`config.mk`:
```
export PLATFORM = sky130hd
export DESIGN_NAME = acc_shift_reg
export DESIGN_NICKNAME = d
export VERILOG_FILES = /design/src/rtl/acc_shift_pkg.sv /design/src/rtl/acc_shift_step.sv /design/src/rtl/acc_shift_reg.sv
export SDC_FILE = /design/constraint.sdc
export NUM_CORES = 1
export LEC_CHECK = 0
export ABC_CLOCK_PERIOD_IN_PS = 2450
export CORE_ASPECT_RATIO = 1.2
export CORE_UTILIZATION = 34
export CTS_CLUSTER_DIAMETER = 50
export DETAILED_ROUTE_END_ITERATION = 8
export GPL_ROUTABILITY_DRIVEN = 0
export PLACE_DENSITY_LB_ADDON = 0.3
export SLEW_MARGIN = 20
export SYNTH_ARGS = -nofsm -noshare
export SYNTH_HDL_FRONTEND = slang
export SYNTH_SLANG_ARGS = --single-unit
export TNS_END_PERCENT = 50
```
`constraint.sdc`:
```
create_clock -name clk -period 2.45 [get_ports clk]
set_input_delay 0.49 -clock clk [delete_from_list [all_inputs] [get_ports clk]]
set_output_delay 0.49 -clock clk [all_outputs]
set_load 0.005 [all_outputs]
```
`src/rtl/acc_shift_pkg.sv`:
```
// Shared command and state encodings for the accumulator/shift register.
package acc_shift_pkg;

    typedef enum logic [2:0] {
        OP_NOP  = 3'b000,
        OP_LOAD = 3'b001,
        OP_SHR  = 3'b010,
        OP_SAR  = 3'b011,
        OP_SHL  = 3'b100,
        OP_ROR  = 3'b101,
        OP_ROL  = 3'b110,
        OP_CLR  = 3'b111
    } op_t;

    typedef enum logic {
        IDLE  = 1'b0,
        SHIFT = 1'b1
    } st_t;

endpackage

```
`src/rtl/acc_shift_step.sv`:
```
// One-position shift/rotate of the data field; extension bit q[W] always passes through.
// Purely combinational, zero latency; no flow control.
module acc_shift_step
    import acc_shift_pkg::*;
#(
    parameter int W = 16
) (
    input  logic [W:0] q_i,
    input  op_t        op_i,
    input  logic       ser_i,
    output logic [W:0] q_o,
    output logic       ser_o
);

    always_comb begin
        q_o   = q_i;
        ser_o = 1'b0;
        unique case (op_i)
            OP_SHR: begin
                q_o   = {q_i[W], 1'b0, q_i[W-1:1]};
                ser_o = q_i[0];
            end
            OP_SAR: begin
                q_o   = {q_i[W], q_i[W-1], q_i[W-1:1]};
                ser_o = q_i[0];
            end
            OP_SHL: begin
                q_o   = {q_i[W], q_i[W-2:0], ser_i};
                ser_o = q_i[W-1];
            end
            OP_ROR: begin
                q_o   = {q_i[W], q_i[0], q_i[W-1:1]};
                ser_o = q_i[0];
            end
            OP_ROL: begin
                q_o   = {q_i[W], q_i[W-2:0], q_i[W-1]};
                ser_o = q_i[W-1];
            end
            default: begin
                q_o   = q_i;
                ser_o = 1'b0;
            end
        endcase
    end

endmodule

```
`src/rtl/acc_shift_reg.sv`:
```
// W+1-bit accumulator with load/clear and N-position shifts at one position per clock.
// First step at the accept edge, done one cycle after the last step; start ignored while busy.
module acc_shift_reg
    import acc_shift_pkg::*;
#(
    parameter int W     = 16,
    parameter int CNT_W = $clog2(W + 1)
) (
    input  logic             clk,
    input  logic             rst,
    input  logic             start,
    input  logic [2:0]       op,
    input  logic [CNT_W-1:0] amt,
    input  logic [W:0]       d_in,
    input  logic             ser_in,
    output logic [W:0]       q,
    output logic             ser_out,
    output logic             busy,
    output logic             done
);

    st_t              state_q, state_d;
    op_t              op_q, op_d;
    logic [CNT_W-1:0] cnt_q, cnt_d;
    logic [W:0]       q_q, q_d;
    logic             ser_q, ser_d;
    logic             done_q, done_d;

    op_t              op_in;
    op_t              step_op;
    logic [CNT_W-1:0] neff;
    logic [W:0]       step_q;
    logic             step_ser;

    assign op_in   = op_t'(op);
    assign neff    = (amt > CNT_W'(W)) ? CNT_W'(W) : amt;
    // The step unit sees the live op only while idle; in SHIFT it replays the latched op.
    assign step_op = (state_q == SHIFT) ? op_q : op_in;

    acc_shift_step #(.W(W)) u_step (
        .q_i   (q_q),
        .op_i  (step_op),
        .ser_i (ser_in),
        .q_o   (step_q),
        .ser_o (step_ser)
    );

    always_comb begin
        state_d = state_q;
        op_d    = op_q;
        cnt_d   = cnt_q;
        q_d     = q_q;
        ser_d   = ser_q;
        done_d  = 1'b0;
        unique case (state_q)
            IDLE: begin
                if (start) begin
                    unique case (op_in)
                        OP_NOP: done_d = 1'b1;
                        OP_LOAD: begin
                            q_d    = d_in;
                            done_d = 1'b1;
                        end
                        OP_CLR: begin
                            q_d    = '0;
                            ser_d  = 1'b0;
                            done_d = 1'b1;
                        end
                        default: begin
                            if (neff == '0) begin
                                done_d = 1'b1;
                            end else begin
                                q_d   = step_q;
                                ser_d = step_ser;
                                cnt_d = neff - CNT_W'(1);
                                op_d  = op_in;
                                if (neff == CNT_W'(1)) begin
                                    done_d = 1'b1;
                                end else begin
                                    state_d = SHIFT;
                                end
                            end
                        end
                    endcase
                end
            end
            SHIFT: begin
                q_d   = step_q;
                ser_d = step_ser;
                cnt_d = cnt_q - CNT_W'(1);
                if (cnt_q == CNT_W'(1)) begin
                    state_d = IDLE;
                    done_d  = 1'b1;
                end
            end
            default: state_d = IDLE;
        endcase
    end

    always_ff @(posedge clk) begin
        if (rst) begin
            state_q <= IDLE;
            op_q    <= OP_NOP;
            cnt_q   <= '0;
            q_q     <= '0;
            ser_q   <= 1'b0;
            done_q  <= 1'b0;
        end else begin
            state_q <= state_d;
            op_q    <= op_d;
            cnt_q   <= cnt_d;
            q_q     <= q_d;
            ser_q   <= ser_d;
            done_q  <= done_d;
        end
    end

    assign q       = q_q;
    assign ser_out = ser_q;
    assign busy    = (state_q == SHIFT);
    assign done    = done_q;

endmodule

```
==> impl_results.md <==
* Net Count, Synth at 227
* Total wire length at 4.69 mm
* Via count at 1742
* Clock root buffer: clkbuf_8
* Initial Util at 0.359
* CP required at ~2600 ps
* Worst slew pin tran at 532 ps
* Final period util at 0.949
* Vias per std cell at 5.51
* Htree depth at 1
* Share of cells above drive strength 1 at 0.188
* Tmin final at 2320 ps
* CP peak stage delay at 480 ps
* Final setup viols at 0
* Max-cap viol count at 0
* Worst hold path type: reg -> reg
* Status: completed
* Post-synth ARST share at 0
* Seq/Total Area, Yosys at 0.311
* Synthesis warning total at 0
* Final instance area at 0.00254 sq mm
* Fmax at 0.430 GHz
* Rows at 28
* Crit-path slowest cell: clkdlybuf4s50_1
* Dpl cell area at roughly 0.0025 sq mm
* Detailed placement HPWL at 3.50 mm
* Unrepaired setup endpoints after global routing: no
* Crit. End Element: flip-flop
* Crit Path Category: in -> reg
* Most frequent cells in the layout: 48 x clkdlybuf4s50_1, 28 x dfxtp_1, 25 x buf_4, 20 x inv_1, 14 x a222oi_1
* # IOs at 49
* Setup_tns at 0 ps
* Post-CTS Hold Buffers at 0
* Prevailing post-synth register cell: dfxtp_1
* TritonCTS buffer count at 3
* Clk pin slew, worst setup/hold paths at 90 ps
* Longest Clk Path Bufs at 2
* Core Region at around 0.005 sq mm
* Commonest non-fill, non-tap cell in the layout: clkdlybuf4s50_1
* CTS tree: built
* Critical Path Source Type: input port
* TritonRoute pass-1 iters at 4
* Final hold viol count at 0
* Synthesized area at 0.00180 sq mm
* Area Overhead vs Synth at 40.9%
* First-pass GRT wire length at 7.59 mm
* Pin count of the biggest net entering global routing at 19
* Initial antenna violation count at 0
* Skew final at 5.38 ps
* Number of synthesized flops with an enable pin at 0
* Slew Viols, Final at 0
* Arrival @ worst endpoint at between 2000 and 2500 ps
* Worst-path cell chain: clkdlybuf4s50_1 -> nand2b_1 -> ha_1 -> or4b_4 -> a311oi_4 -> or2_1 -> buf_12 -> o32ai_1
* Library cells used by synthesis at 50
* Utilization after layout at 0.506
* Mapped Avg Cell Area at about 9.3 sq um
* Antenna cells at 0
* Clock Latency Late Sink at 280 ps
* #FFs+latches synth at 28
* Worst Hold Slack at around 500 ps
* Nets@finish at approximately 290
* Total Power at ~0.0012 W
* Die ar. at 0.00559 sq mm
* Gr usage total at 0.178
* I/O Buffers at 48
* Relative slew margins at 0.645
* Post-DRT Antenna Nets at 0
* Die height at 81.7 um
* Worst-path maximum fanout at 14
* Leakage at 0.884 nW
* Clock sink total at 28
* Die width at 68.4 um
* Max IR drop VDD at around 250 uV
* Syn Inst Count at 193
* Starting DRC count in detailed routing at 116
* Residual DRC at 0
* WL per Instance at 14.8 um
* Total gr overflow at 0
* Vias in the first global route at 1675
* Cell area power density at 455 mW/mm^2
-- routing by layer --
layer,track usage,vias to the layer above,routed length [um]
li1,-,873,-
met3,0.0153,5,262
met5,0,-,0
met2,0.329,54,2370
met4,0.0542,0,46
met1,0.210,810,2010
-- synthesized netlist by cell type (2+ instances only) --
library cell / instances / area (sq um)
a31oi_1: 4 / 25.0
a211oi_1: 2 / 15.0
mux2i_1: 6 / 60.1
a222oi_1: 14 / 140
xor2_1: 2 / 17.5
nand3_1: 3 / 15.0
or2_1: 2 / 12.5
mux2i_4: 2 / 45.0
ha_1: 5 / 62.6
buf_6: 3 / 33.8
nand2_1: 9 / 33.8
or3_1: 2 / 12.5
clkbuf_1: 6 / 22.5
nand3b_1: 3 / 22.5
a21oi_1: 8 / 40.0
nor3_1: 4 / 20.0
nor2_1: 9 / 33.8
o32ai_1: 4 / 35.0
buf_2: 3 / 15.0
o21ai_0: 10 / 50.1
xnor2_1: 2 / 17.5
inv_1: 20 / 75.1
nand2b_1: 3 / 18.8
a22oi_1: 3 / 22.5
o21ai_1: 2 / 10.0
o32ai_2: 10 / 163
nand4_1: 2 / 12.5
dfxtp_1: 28 / 561
-- state kept, by name, indices dropped and copies added, names as in the netlist --
signal / flops
busy: 1
cnt_q: 5
done: 1
op_q: 3
q: 17
ser_out: 1
-- cell families (layout without fill, tap and decap cells) --
logic type,after synthesis,count (layout),synth area share
AOI/OAI and AO/OA,66,66,0.330
and+or+nand+nor,46,46,0.145
buffers and inverters,36,99,0.101
DFF,28,28,0.311
muxes,8,8,0.0584
adders and majority gates,5,5,0.0347
xor gates and xnor gates,4,4,0.0195
-- final cells by class --
class                      instances  area (sq um)
inverter                          21          78.8
fill                             492          2470
sequential                        28           561
tap                               60          75.1
timing repair buffer              75           708
clock buffer                       3          41.3
multi-input combinational        129          1070
-- per-stage QoR --
| stage | instances | setup WS, ps |
|---|---|---|
| global route | 316 | 5.74 |
| global placement | 313 | -200 |
| floorplan | 193 | 200 |
| CTS | 316 | 60.6 |
| finish | 316 | 126 |
| detailed placement | 313 | -237 |
-- final timing paths --
path / start / end / slack (ps) / cells past startpoint
worst max register to register: busy / cnt_q[4] / 430 / 6
worst max-delay path: amt[4] / q[2] / 130 / 8
worst min register to register: op_q[2] / op_q[2] / 500 / 2
worst min-delay path: op_q[2] / op_q[2] / 500 / 2
-- power breakdown --
| part | leakage [nW] | internal [W] | total (W) | switching (W) |
|---|---|---|---|---|
| combinational | 0.634 | 0.000202 | 0.000389 | 0.000187 |
| clock | 0.0216 | 0.000111 | 0.000252 | 0.000141 |
| sequential | 0.228 | 0.000484 | 0.000513 | 0.0000295 |
| total | 0.884 | 0.000796 | 0.00115 | 0.000357 |
-- worst max-delay path, delay by kind of cell --
| family | cells | cell delay (ps) |
|---|---|---|
| buffers and inverters | 2 | 640 |
| AO/OA/AOI/OAI | 2 | 390 |
| AND/OR/NAND/NOR | 3 | 800 |
| adder cells (fa/ha/maj) | 1 | 160 |
-- repair_timing --
item                                    CTS  global route
gates resized for setup                   0             2
setup buffers                             0             0
endpoints found under the setup margin    0            19
(Power assumes the default switching activity.)
